<file path="src/rtl/rv32i_ctrl_pkg.sv">
// Shared definitions for the RV32I multicycle control slice.
// Contents: opcode constants, FSM state enumeration, ALU op class,
// and the alu_control / imm_src / result_src / alu_src encodings.
// The sign-extension unit decodes imm_src with the same IMM_* constants.
package rv32i_ctrl_pkg;

  localparam logic [6:0] OP_LOAD   = 7'b0000011;
  localparam logic [6:0] OP_STORE  = 7'b0100011;
  localparam logic [6:0] OP_RTYPE  = 7'b0110011;
  localparam logic [6:0] OP_OPIMM  = 7'b0010011;
  localparam logic [6:0] OP_BRANCH = 7'b1100011;
  localparam logic [6:0] OP_JAL    = 7'b1101111;

  typedef enum logic [3:0] {
    S_FETCH    = 4'd0,
    S_DECODE   = 4'd1,
    S_MEMADR   = 4'd2,
    S_MEMREAD  = 4'd3,
    S_MEMWB    = 4'd4,
    S_MEMWRITE = 4'd5,
    S_EXECR    = 4'd6,
    S_EXECI    = 4'd7,
    S_ALUWB    = 4'd8,
    S_BRANCH   = 4'd9,
    S_JAL      = 4'd10
  } state_t;

  typedef enum logic [1:0] {
    ALU_OP_ADD   = 2'b00,
    ALU_OP_SUB   = 2'b01,
    ALU_OP_FUNCT = 2'b10
  } alu_op_t;

  localparam logic [2:0] ALU_ADD = 3'b000;
  localparam logic [2:0] ALU_SUB = 3'b001;
  localparam logic [2:0] ALU_AND = 3'b010;
  localparam logic [2:0] ALU_OR  = 3'b011;
  localparam logic [2:0] ALU_SLT = 3'b101;

  localparam logic [1:0] IMM_I = 2'b00;
  localparam logic [1:0] IMM_S = 2'b01;
  localparam logic [1:0] IMM_B = 2'b10;
  localparam logic [1:0] IMM_J = 2'b11;

  localparam logic [1:0] RES_ALUOUT   = 2'b00;
  localparam logic [1:0] RES_RDATA    = 2'b01;
  localparam logic [1:0] RES_ALURESULT = 2'b10;

  localparam logic [1:0] SRCA_PC    = 2'b00;
  localparam logic [1:0] SRCA_OLDPC = 2'b01;
  localparam logic [1:0] SRCA_RS1   = 2'b10;

  localparam logic [1:0] SRCB_RS2  = 2'b00;
  localparam logic [1:0] SRCB_IMM  = 2'b01;
  localparam logic [1:0] SRCB_FOUR = 2'b10;

  // funct3 values the ALU decoder implements for R-type / I-type ALU ops.
  function automatic logic alu_funct3_legal(input logic [2:0] f3);
    return (f3 == 3'b000) || (f3 == 3'b010) || (f3 == 3'b110) || (f3 == 3'b111);
  endfunction

endpackage

</file>
<file path="src/rtl/rv32i_mc_control_alu_decoder.sv">
// rv32i_alu_decoder: combinational ALU control decode.
// Ports:
//   alu_op      in  ALU operation class from the FSM (add / sub / funct)
//   funct3      in  instr[14:12]
//   funct7b5    in  instr[30]
//   op5         in  opcode[5], distinguishes R-type from I-type
//   alu_control out 3-bit ALU function select
module rv32i_alu_decoder
  import rv32i_ctrl_pkg::*;
(
  input  alu_op_t    alu_op,
  input  logic [2:0] funct3,
  input  logic       funct7b5,
  input  logic       op5,
  output logic [2:0] alu_control
);

  always_comb begin
    alu_control = ALU_ADD;
    case (alu_op)
      ALU_OP_ADD: alu_control = ALU_ADD;
      ALU_OP_SUB: alu_control = ALU_SUB;
      ALU_OP_FUNCT: begin
        case (funct3)
          // instr[30] only selects sub for R-type; addi with bit 30 set stays add
          3'b000:  alu_control = (op5 && funct7b5) ? ALU_SUB : ALU_ADD;
          3'b010:  alu_control = ALU_SLT;
          3'b110:  alu_control = ALU_OR;
          3'b111:  alu_control = ALU_AND;
          default: alu_control = ALU_ADD;
        endcase
      end
      default: alu_control = ALU_ADD;
    endcase
  end

endmodule

</file>
<file path="src/rtl/rv32i_mc_control.sv">
// rv32i_mc_control: multicycle RV32I control unit (Moore FSM).
// Ports:
//   clk, rst_n            clock (rising edge), async active-low reset
//   opcode/funct3/funct7b5 latched instruction fields
//   zero                  ALU zero flag, used in S_BRANCH
//   pc_write, adr_src, mem_write, ir_write, reg_write   datapath enables/selects
//   result_src, alu_src_a, alu_src_b, alu_control       datapath mux/ALU selects
//   imm_src               immediate format for the sign-extension unit
//   illegal               one-cycle pulse in S_DECODE for unsupported encodings
module rv32i_mc_control
  import rv32i_ctrl_pkg::*;
#(
  parameter logic [3:0] RESET_STATE = 4'd0,
  parameter bit         SUPPORT_BNE = 1'b1
) (
  input  logic       clk,
  input  logic       rst_n,
  input  logic [6:0] opcode,
  input  logic [2:0] funct3,
  input  logic       funct7b5,
  input  logic       zero,
  output logic       pc_write,
  output logic       adr_src,
  output logic       mem_write,
  output logic       ir_write,
  output logic [1:0] result_src,
  output logic [1:0] alu_src_a,
  output logic [1:0] alu_src_b,
  output logic [1:0] imm_src,
  output logic       reg_write,
  output logic [2:0] alu_control,
  output logic       illegal
);

  state_t  state, state_next;
  alu_op_t alu_op;

  logic pc_update, branch, illegal_s;
  logic mem_write_s, ir_write_s, reg_write_s;
  logic op_known, branch_f3_ok, decode_illegal;

  assign branch_f3_ok = (funct3 == 3'b000) || (SUPPORT_BNE && (funct3 == 3'b001));

  always_comb begin
    op_known = 1'b0;
    case (opcode)
      OP_LOAD, OP_STORE, OP_RTYPE, OP_OPIMM, OP_BRANCH, OP_JAL: op_known = 1'b1;
      default: op_known = 1'b0;
    endcase
  end

  assign decode_illegal = !op_known
                        || (((opcode == OP_RTYPE) || (opcode == OP_OPIMM)) && !alu_funct3_legal(funct3))
                        || ((opcode == OP_BRANCH) && !branch_f3_ok);

  // State register
  always_ff @(posedge clk or negedge rst_n) begin
    if (!rst_n) state <= state_t'(RESET_STATE);
    else        state <= state_next;
  end

  // Next-state logic
  always_comb begin
    state_next = S_FETCH;
    case (state)
      S_FETCH:  state_next = S_DECODE;
      S_DECODE: begin
        case (opcode)
          OP_LOAD, OP_STORE: state_next = S_MEMADR;
          OP_RTYPE:          state_next = S_EXECR;
          OP_OPIMM:          state_next = S_EXECI;
          // an unsupported branch condition is dropped rather than executed
          OP_BRANCH:         state_next = branch_f3_ok ? S_BRANCH : S_FETCH;
          OP_JAL:            state_next = S_JAL;
          default:           state_next = S_FETCH;
        endcase
      end
      S_MEMADR:   state_next = (opcode == OP_LOAD) ? S_MEMREAD : S_MEMWRITE;
      S_MEMREAD:  state_next = S_MEMWB;
      S_MEMWB:    state_next = S_FETCH;
      S_MEMWRITE: state_next = S_FETCH;
      S_EXECR:    state_next = S_ALUWB;
      S_EXECI:    state_next = S_ALUWB;
      S_ALUWB:    state_next = S_FETCH;
      S_BRANCH:   state_next = S_FETCH;
      S_JAL:      state_next = S_ALUWB;
      default:    state_next = S_FETCH;
    endcase
  end

  // Moore outputs
  always_comb begin
    pc_update   = 1'b0;
    branch      = 1'b0;
    adr_src     = 1'b0;
    mem_write_s = 1'b0;
    ir_write_s  = 1'b0;
    reg_write_s = 1'b0;
    illegal_s   = 1'b0;
    result_src  = RES_ALUOUT;
    alu_src_a   = SRCA_PC;
    alu_src_b   = SRCB_RS2;
    alu_op      = ALU_OP_ADD;
    case (state)
      S_FETCH: begin
        ir_write_s = 1'b1;
        alu_src_b  = SRCB_FOUR;
        result_src = RES_ALURESULT;
        pc_update  = 1'b1;
      end
      S_DECODE: begin
        alu_src_a = SRCA_OLDPC;
        alu_src_b = SRCB_IMM;
        illegal_s = decode_illegal;
      end
      S_MEMADR: begin
        alu_src_a = SRCA_RS1;
        alu_src_b = SRCB_IMM;
      end
      S_MEMREAD: adr_src = 1'b1;
      S_MEMWB: begin
        result_src  = RES_RDATA;
        reg_write_s = 1'b1;
      end
      S_MEMWRITE: begin
        adr_src     = 1'b1;
        mem_write_s = 1'b1;
      end
      S_EXECR: begin
        alu_src_a = SRCA_RS1;
        alu_op    = ALU_OP_FUNCT;
      end
      S_EXECI: begin
        alu_src_a = SRCA_RS1;
        alu_src_b = SRCB_IMM;
        alu_op    = ALU_OP_FUNCT;
      end
      S_ALUWB: reg_write_s = 1'b1;
      S_BRANCH: begin
        alu_src_a = SRCA_RS1;
        alu_op    = ALU_OP_SUB;
        branch    = 1'b1;
      end
      S_JAL: begin
        alu_src_a = SRCA_OLDPC;
        alu_src_b = SRCB_FOUR;
        pc_update = 1'b1;
      end
      default: ;
    endcase
  end

  // Enables are forced low while reset is held, even though the state reads S_FETCH.
  // funct3[0] distinguishes bne from beq, inverting the sense of zero.
  assign pc_write  = rst_n & (pc_update | (branch & (zero ^ funct3[0])));
  assign mem_write = rst_n & mem_write_s;
  assign ir_write  = rst_n & ir_write_s;
  assign reg_write = rst_n & reg_write_s;
  assign illegal   = rst_n & illegal_s;

  always_comb begin
    imm_src = IMM_I;
    case (opcode)
      OP_STORE:  imm_src = IMM_S;
      OP_BRANCH: imm_src = IMM_B;
      OP_JAL:    imm_src = IMM_J;
      default:   imm_src = IMM_I;
    endcase
  end

  rv32i_alu_decoder u_alu_decoder (
    .alu_op      (alu_op),
    .funct3      (funct3),
    .funct7b5    (funct7b5),
    .op5         (opcode[5]),
    .alu_control (alu_control)
  );

endmodule

</file>
<file path="config.mk">
export PLATFORM = sky130hd
export DESIGN_NAME = rv32i_mc_control
export DESIGN_NICKNAME = d
export VERILOG_FILES = /design/src/rtl/rv32i_ctrl_pkg.sv /design/src/rtl/rv32i_mc_control_alu_decoder.sv /design/src/rtl/rv32i_mc_control.sv
export SDC_FILE = /design/constraint.sdc
export NUM_CORES = 1
export LEC_CHECK = 0
export CAP_MARGIN = 30
export CORE_MARGIN = 4
export CORE_UTILIZATION = 42
export DETAILED_ROUTE_END_ITERATION = 7
export HOLD_SLACK_MARGIN = 0.08
export PLACE_DENSITY = 0.84
export SYNTH_ARGS = -nofsm -noshare
export SYNTH_HDL_FRONTEND = slang
export SYNTH_SLANG_ARGS = --single-unit
</file>
<file path="constraint.sdc">
create_clock -name clk -period 2.9 [get_ports clk]
set_clock_uncertainty 0.1 [all_clocks]
set_input_delay 0.29 -clock clk [delete_from_list [all_inputs] [get_ports clk]]
set_output_delay 0.29 -clock clk [all_outputs]
set_load 0.05 [all_outputs]
</file>
==> results of run 1 <==
## per-stage QoR
step	hold WS, ns	utilization [%]	power, mW	setup slack, ns
after floorplan	-0.1056	-	0.3477	0.1932
after global placement	0.4504	66.70	0.4734	0.4542
after detailed placement	0.4516	66.70	0.4809	0.3918
after CTS	0.2006	68.39	0.5513	0.1461
after global routing	0.2066	68.57	0.5862	0.09962
final	0.2063	68.57	0.5470	0.2565
## final cells by class
class | instances | area, µm²
fill | 124 | 419.2
sequential | 4 | 100.1
tap | 15 | 18.77
multi-input combinational | 73 | 456.7
inverter | 5 | 18.77
clock buffer | 3 | 22.52
timing repair buffer | 31 | 297.8
## synthesized netlist by cell type, types with 2 or more instances
cell,instances,share of area (%)
nor2b_1,2,2.1
xnor2_1,3,4.3
nor4_1,2,2.1
nor3b_1,4,4.9
nand2b_1,2,2.1
inv_1,5,3.1
clkbuf_1,2,1.2
o21ai_0,2,1.6
nand3_1,2,1.6
nor2_1,11,6.8
ha_1,2,4.1
nor3_1,7,5.8
nand2_1,8,4.9
dfrtp_1,4,16
a31oi_1,3,3.1
a21oi_1,6,4.9
buf_2,2,1.6
## cells in the final DEF (no fill, tap or decap), drive strengths merged, types with 4 or more instances in the layout
master,count
nand2,8
dfrtp,4
nor3,8
nor2,11
a21oi,6
nor3b,4
inv,5
clkdlybuf4s50,24
buf,6
## cell families (layout without fill, tap and decap cells)
group,Yosys count,after routing,share of synthesized area (%)
AND/OR/NAND/NOR,46,46,41.77
AO/OA/AOI/OAI,20,20,21.81
buffers and inverters,11,39,8.436
XOR/XNOR,4,4,5.762
flip-flops,4,4,16.46
adder cells (fa/ha/maj),2,2,4.115
multiplexers,1,1,1.646
## final timing paths
| check | cells past startpoint | slack, ns | to |
|---|---|---|---|
| worst max-delay path | 5 | 0.26 | pc_write |
| worst min-delay path | 1 | 0.21 | state[3]$_DFF_PN0_ |
| worst max register to register | 2 | 1.30 | state[3]$_DFF_PN0_ |
| worst min register to register | 2 | 0.55 | state[0]$_DFF_PN0_ |
| max in group asynchronous | 1 | 2.26 | state[1]$_DFF_PN0_ |
| min in group clk | 2 | 0.55 | state[0]$_DFF_PN0_ |
## where the power goes
part | internal (mW) | switching (mW)
sequential | 0.0641 | 0.00615
combinational | 0.144 | 0.265
clock | 0.0461 | 0.0211
total | 0.255 | 0.292
## timing repair
action | CTS | global route
hold buffers | 0 | 0
buffers inserted | 0 | 0
endpoints found under the setup margin | 0 | 1
endpoints found under the hold margin | 0 | 0
resized for setup | 0 | 1
## per-layer routing
layer	share of wire, %	GRT usage (%)	vias up
met2	48	32.42	29
met1	43	23.82	322
li1	-	-	378
met5	0	0	-
met3	7.6	3.516	2
met4	1.4	5.114	0
==> results.toml, run 1 <==
[outcome]
outcome = "complete, no violations"

[synth]
yosys_most_used_dff = "dfrtp_1"
synth_fp_nets = 104
synth_enable_flop_cells = 0
synth.cell_area_um2 = 608.1
avgSynthCellArea_um2 = 6.910
yosys_warnings = 0
ys_types = 38
ys_seq_area_share_pct = 16.46
synthArstFlopShare_pct = 100.0
synthCells = 88
ys_ff_latch = 4

[placement]
port_buffers = 30
gp_congestion = 0.9095
place_area_um2 = 889.6
hpwl_um = 1418
dp.cells = 128

[final_layout]
final_cells = 131
diodes = 0
area_growth_pct = 50.41
top_regs = "state: 4 flops"
largest-register = "state"
drive_gt1_share_pct = 11.21
final_cell_area_um2 = 914.6
fin_nets = 134
largest_register_ffs = 4

[cts]
cts_buffer_depth = 2
clock_sinks = 4
clockRootBuffer = "clkbuf_4"
cts_made_buffers = 3
h-tree-depth = 1
cts_tree = "built"
clk_pin_slew_ns = 0.04
insertion_delay_ns = 0.23

[timing]
fmax_mhz = 378.3
slew_headroom_pct = 64.42
finalCritPeriodShare_pct = 91.16
finalSetupViolCount = 0
min_period_ns = 2.644
setup_tns_ns = 0
maxSlewViolCount = 0
worst_pin_slew_ns = 0.5320
hold_viol = 0
rsz0062_at_grt = "no"

[detailed_routing]
via_count = 731
drc_errors = 0
drt_iter0_markers = 17
vias_per_cell = 5.580
wirelength_um = 1783
avgRoutedWirePerCell_um = 13.61
dr.pass1.iters = 4
ant_nets = 0

[floorplan]
die_w_um = 46.05
core_area_mm2 = 0.001334
initial_core_util_pct = 45.59
die_height_um = 46.05
io_pins = 31
row_count = 13
dieArea_mm2 = 0.002121

[setup_path]
crit_start = "state[1]$_DFF_PN0_"
cp_slowest_cell = "clkdlybuf4s50_1"
crit_chain = "nor2b_1, nand2_1, o22ai_1, and3_1, clkdlybuf4s50_1"
critical_path.max_stage_delay_ns = 0.79
r2r-start = "state[3]$_DFF_PN0_"
critPathBufInv = 1
cp_max_fo = 14
required_ns = 2.51
cp.arrival_ns = 2.25
worst_setup_path_start_kind = "flop"
endpoint_kind = "output port"
critical-path-top-delay-family = "buffers and inverters"
crit_type = "flop to output port"

[global_route]
grt_pass1_wl_um = 2960
grt_pass1_vias = 684
grt_max_degree = 16
grt-ovfl-total = 0
grt_usage_pct = 18.88
antenna_found_initial = 0

[power]
p_per_area_mw_per_mm2 = 598.1
leakagePower_nw = 0.3795
vdd_drop_max_uv = 442.1

[hold_path]
worstHoldPathType = "input port to asynchronous set/reset pin"

[run]
cap_violations = 0
Power figures use the tool's default switching activity.
==> inputs of run 2 (changes only) <==
--- a/constraint.sdc
+++ b/constraint.sdc
@@ -4,2 +4,2 @@
 set_output_delay 0.29 -clock clk [all_outputs]
-set_load 0.05 [all_outputs]
+set_load 0.02 [all_outputs]
==> results.toml, run 2 (synthesis results as in run 1) <==
[timing]
slew_headroom_pct = 71.15
worst_pin_slew_ns = 0.4328
rsz0062_at_grt = "no"
finalCritPeriodShare_pct = 93.45
setup_tns_ns = 0
min_period_ns = 2.710
finalWorstSetupSlack_ns = 0.1901
hold_viol = 0
holdWs_ns = 0.2007
maxSlewViolCount = 0
finalSetupViolCount = 0
fmax_mhz = 369.0

[setup_path]
crit_type = "flop to output port"
crit_start = "state[1]$_DFF_PN0_"
crit_chain = "nor2b_1, nand3_1, ha_1, nor3b_1, clkdlybuf4s50_1"
critical_path.max_stage_delay_ns = 0.63
r2r_setup_slack_ns = 1.35
endpoint_kind = "output port"
worst_setup_path_start_kind = "flop"
required_ns = 2.51
cp.arrival_ns = 2.32
regToRegEndpoint = "state[3]$_DFF_PN0_"
cp_slowest_cell = "clkdlybuf4s50_1"
cp_max_fo = 14
r2r-start = "state[3]$_DFF_PN0_"
rr_worst_depth = 2
crit_end = "alu_control[1]"

[placement]
port_buffers = 30
place_ws_ns = 0.2946
gp_congestion = 0.8694
place_area_um2 = 909.6
hpwl_um = 1384

[run]
cap_violations = 0

[final_layout]
layout_commonest_cell = "clkdlybuf4s50_1"
largest-register = "state"
multiInputGateArea_um2 = 456.7
largest_register_ffs = 4
regArea_um2 = 100.1
area_growth_pct = 53.29
top_regs = "state: 4 flops"
utilization_pct = 69.89
layout_common_cells = "clkdlybuf4s50_1 (30), nor2_1 (11), nand2_1 (8)"
fin_nets = 135
diodes = 0
drive_gt1_share_pct = 7.692
final_cell_area_um2 = 932.1
fillers = 113

[cts]
clk_pin_slew_ns = 0.04
cts_tree = "built"
cts-resized-gates = 0
h-tree-depth = 1
cts_made_buffers = 3
cts_buffer_depth = 2
insertion_delay_ns = 0.24
clock_sinks = 4
clockRootBuffer = "clkbuf_4"
cts_setup_buffers = 0
cts_hold_buf = 0

[global_route]
met3_usage_pct = 4.688
met1_usage_pct = 21.62
grt-busiest-layer = "met2"
grt_usage_pct = 19.25
antenna_found_initial = 0
grtUsageMet2_pct = 33.24
grt_max_degree = 16
grt-ovfl-total = 0
grt_pass1_wl_um = 2891
grt_pass1_vias = 702

[floorplan]
core_area_mm2 = 0.001334
initial_core_util_pct = 45.59
row_count = 13
io_pins = 31
die_height_um = 46.05
die_w_um = 46.05
dieArea_mm2 = 0.002121

[outcome]
outcome = "complete, no violations"

[detailed_routing]
vias_per_cell = 5.773
avgRoutedWirePerCell_um = 13.55
dr.pass1.iters = 5
via_count = 762
wirelength_um = 1789
drc_errors = 0
ant_nets = 0
drt_iter0_markers = 25

[power]
vdd_drop_max_uv = 327.0
p_per_area_mw_per_mm2 = 495.7
leakagePower_nw = 0.3558

[hold_path]
worstHoldPathType = "input port to asynchronous set/reset pin"
==> run 2: changes by cell type in the layout (fill, tap and decap cells not counted), sizes merged <==
cell | before | now
buf | 6 | 2
clkdlybuf4s50 | 24 | 30
dlymetal6s2s | 1 | 0
==> run 2: critical path, delay by kind of cell (launching register included) <==
family / cells / cell delay (ns)
buffers and inverters: 1 / 0.63
adders and majority gates: 1 / 0.36
DFF: 1 / 0.53
and+or+nand+nor: 3 / 0.57
==> run 2: area by class of cell <==
class / instances / area share, %
repair buffers: 32 / 33.83
well taps: 15 / 2.013
multi-input cells: 73 / 48.99
inverters: 5 / 2.013
clock buffers: 3 / 2.416
flip-flops and latches: 4 / 10.74
==> run 2: stage by stage <==
step	std cells	total power, mW
4_1_cts	132	0.4667
6_report	132	0.4620
3_5_place_dp	129	0.3904
5_1_grt	132	0.4998
2_1_floorplan	88	0.2473
3_3_place_gp	129	0.3840
==> run 2: how the worst min path moves through the flow <==
stage | startpoint | endpoint | depth (start not counted)
floorplan | rst_n | state[0]$_DFF_PN0_ | 0
global placement | rst_n | state[0]$_DFF_PN0_ | 1
detailed placement | rst_n | state[0]$_DFF_PN0_ | 1
CTS | rst_n | state[0]$_DFF_PN0_ | 1
global route | rst_n | state[0]$_DFF_PN0_ | 1
finish | rst_n | state[0]$_DFF_PN0_ | 1
==> run 2: routing by layer <==
metal	vias up	wire, µm
met1	344	749
met4	0	0
li1	377	-
met5	-	0
met2	41	897
met3	0	143
==> run 2: power by group <==
part | leakage (nW) | internal [mW] | total [mW] | switching, mW
clock network | 0.0138 | 0.0464 | 0.0705 | 0.0241
logic | 0.288 | 0.155 | 0.321 | 0.166
registers | 0.0539 | 0.0641 | 0.0710 | 0.00689
==> inputs of run 3 (changes only) <==
HOLD_SLACK_MARGIN = 0.1   (was 0.08)
MAX_ROUTING_LAYER = met4   (was not set)
SLEW_MARGIN = 20   (was not set)
==> results.toml, run 3 (synthesis results as in run 1) <==
[global_route]
grt_pass1_vias = 646
grt-ovfl-total = 0
grt_max_degree = 16
antenna_found_initial = 0
grt_pass1_wl_um = 2808
grt_usage_pct = 18.84

[timing]
min_period_ns = 2.600
setup_tns_ns = 0
hold_viol = 0
finalWorstSetupSlack_ns = 0.2998
maxSlewViolCount = 0
worst_pin_slew_ns = 0.4289
fmax_mhz = 384.6
rsz0062_at_grt = "no"
finalSetupViolCount = 0
finalCritPeriodShare_pct = 89.66
slew_headroom_pct = 71.41

[placement]
port_buffers = 30
hpwl_um = 1473
place_area_um2 = 917.1
place_ws_ns = 0.3272
gp_congestion = 0.8799

[cts]
h-tree-depth = 1
cts_hold_buf = 0
cts_buffer_depth = 2
insertion_delay_ns = 0.24
clockRootBuffer = "clkbuf_4"
clk_pin_slew_ns = 0.04
clock_sinks = 4
cts_tree = "built"
cts_made_buffers = 3

[setup_path]
regToRegEndpoint = "state[3]$_DFF_PN0_"
cp_max_fo = 14
cp_slowest_cell = "clkdlybuf4s50_1"
critPathBufInv = 1
r2r_setup_slack_ns = 1.29
crit_chain = "nor2b_1, nand3_1, ha_1, nor2_1, clkdlybuf4s50_1"
critical_path.max_stage_delay_ns = 0.61
endpoint_kind = "output port"
worst_setup_path_start_kind = "flop"
required_ns = 2.51
crit_type = "flop to output port"
rr_worst_depth = 2
r2r-start = "state[3]$_DFF_PN0_"
cp.arrival_ns = 2.21
critical-path-top-delay-family = "buffers and inverters"

[final_layout]
layout_commonest_cell = "clkdlybuf4s50_1"
final_cell_area_um2 = 942.2
top_regs = "state: 4 flops"
area_growth_pct = 54.94
fillers = 122
diodes = 0
layout_common_cells = "clkdlybuf4s50_1 (29), nor2_1 (11), nand2_1 (8)"
fin_nets = 136
largest-register = "state"
drive_gt1_share_pct = 8.475
largest_register_ffs = 4

[detailed_routing]
ant_nets = 0
vias_per_cell = 5.789
via_count = 770
drc_errors = 0
drt_iter0_markers = 14
dr.pass1.iters = 4
wirelength_um = 1842
avgRoutedWirePerCell_um = 13.85

[floorplan]
core_area_mm2 = 0.001334
die_height_um = 46.05
row_count = 13
die_w_um = 46.05
io_pins = 31
dieArea_mm2 = 0.002121
initial_core_util_pct = 45.59

[hold_path]
worstHoldPathType = "input port to asynchronous set/reset pin"

[outcome]
outcome = "complete, no violations"

[power]
p_per_area_mw_per_mm2 = 490.6
vdd_drop_max_uv = 345.9
leakagePower_nw = 0.3794

[run]
cap_violations = 0
-- run 3: final cells by class --
cell class	instances	area (µm²)	area share, %
Sequential cell	4	100.1	10.62
Timing Repair Buffer	33	325.3	34.53
Inverter	5	18.77	1.992
Tap cell	15	18.77	1.992
Clock buffer	3	22.52	2.390
Multi-Input combinational cell	73	456.7	48.47
-- run 3: through the flow --
stage	instances	power, mW	util (%)	hold slack [ns]
floorplan	88	0.2473	-	-0.1056
global placement	130	0.3851	68.76	0.4508
detailed placement	130	0.3924	68.76	0.4543
CTS	133	0.4658	70.45	0.1970
global route	133	0.4953	70.64	0.1917
finish	133	0.4622	70.64	0.1993
-- run 3: worst max-delay path by stage --
| stage | from | endpoint | slack [ns] | cells past startpoint |
|---|---|---|---|---|
| 2_1_floorplan | state[3]$_DFF_PN0_ | alu_control[1] | 0.82 | 4 |
| 3_3_place_gp | opcode[3] | imm_src[0] | 0.31 | 6 |
| 3_5_place_dp | opcode[3] | imm_src[0] | 0.33 | 6 |
| 4_1_cts | state[1]$_DFF_PN0_ | alu_control[1] | 0.19 | 5 |
| 5_1_grt | state[1]$_DFF_PN0_ | alu_control[0] | 0.13 | 5 |
| 6_report | state[1]$_DFF_PN0_ | alu_control[0] | 0.30 | 5 |
-- run 3: power breakdown --
group	internal (mW)	switching [mW]
registers	0.0641	0.00644
logic	0.156	0.165
clock network	0.0464	0.0245
total	0.266	0.196
-- run 3: repair_timing --
| item | CTS | global route |
|---|---|---|
| setup endpoints to repair | 0 | 1 |
| setup buffers | 0 | 0 |
| gates resized for setup | 0 | 1 |
-- run 3: per-layer routing --
metal	vias to the layer above	routed length, µm	global-route usage (%)
li1	381	-	-
met5	-	0	-
met4	0	48	6.818
met3	6	179	6.250
met2	47	842	28.57
met1	336	772	23.06
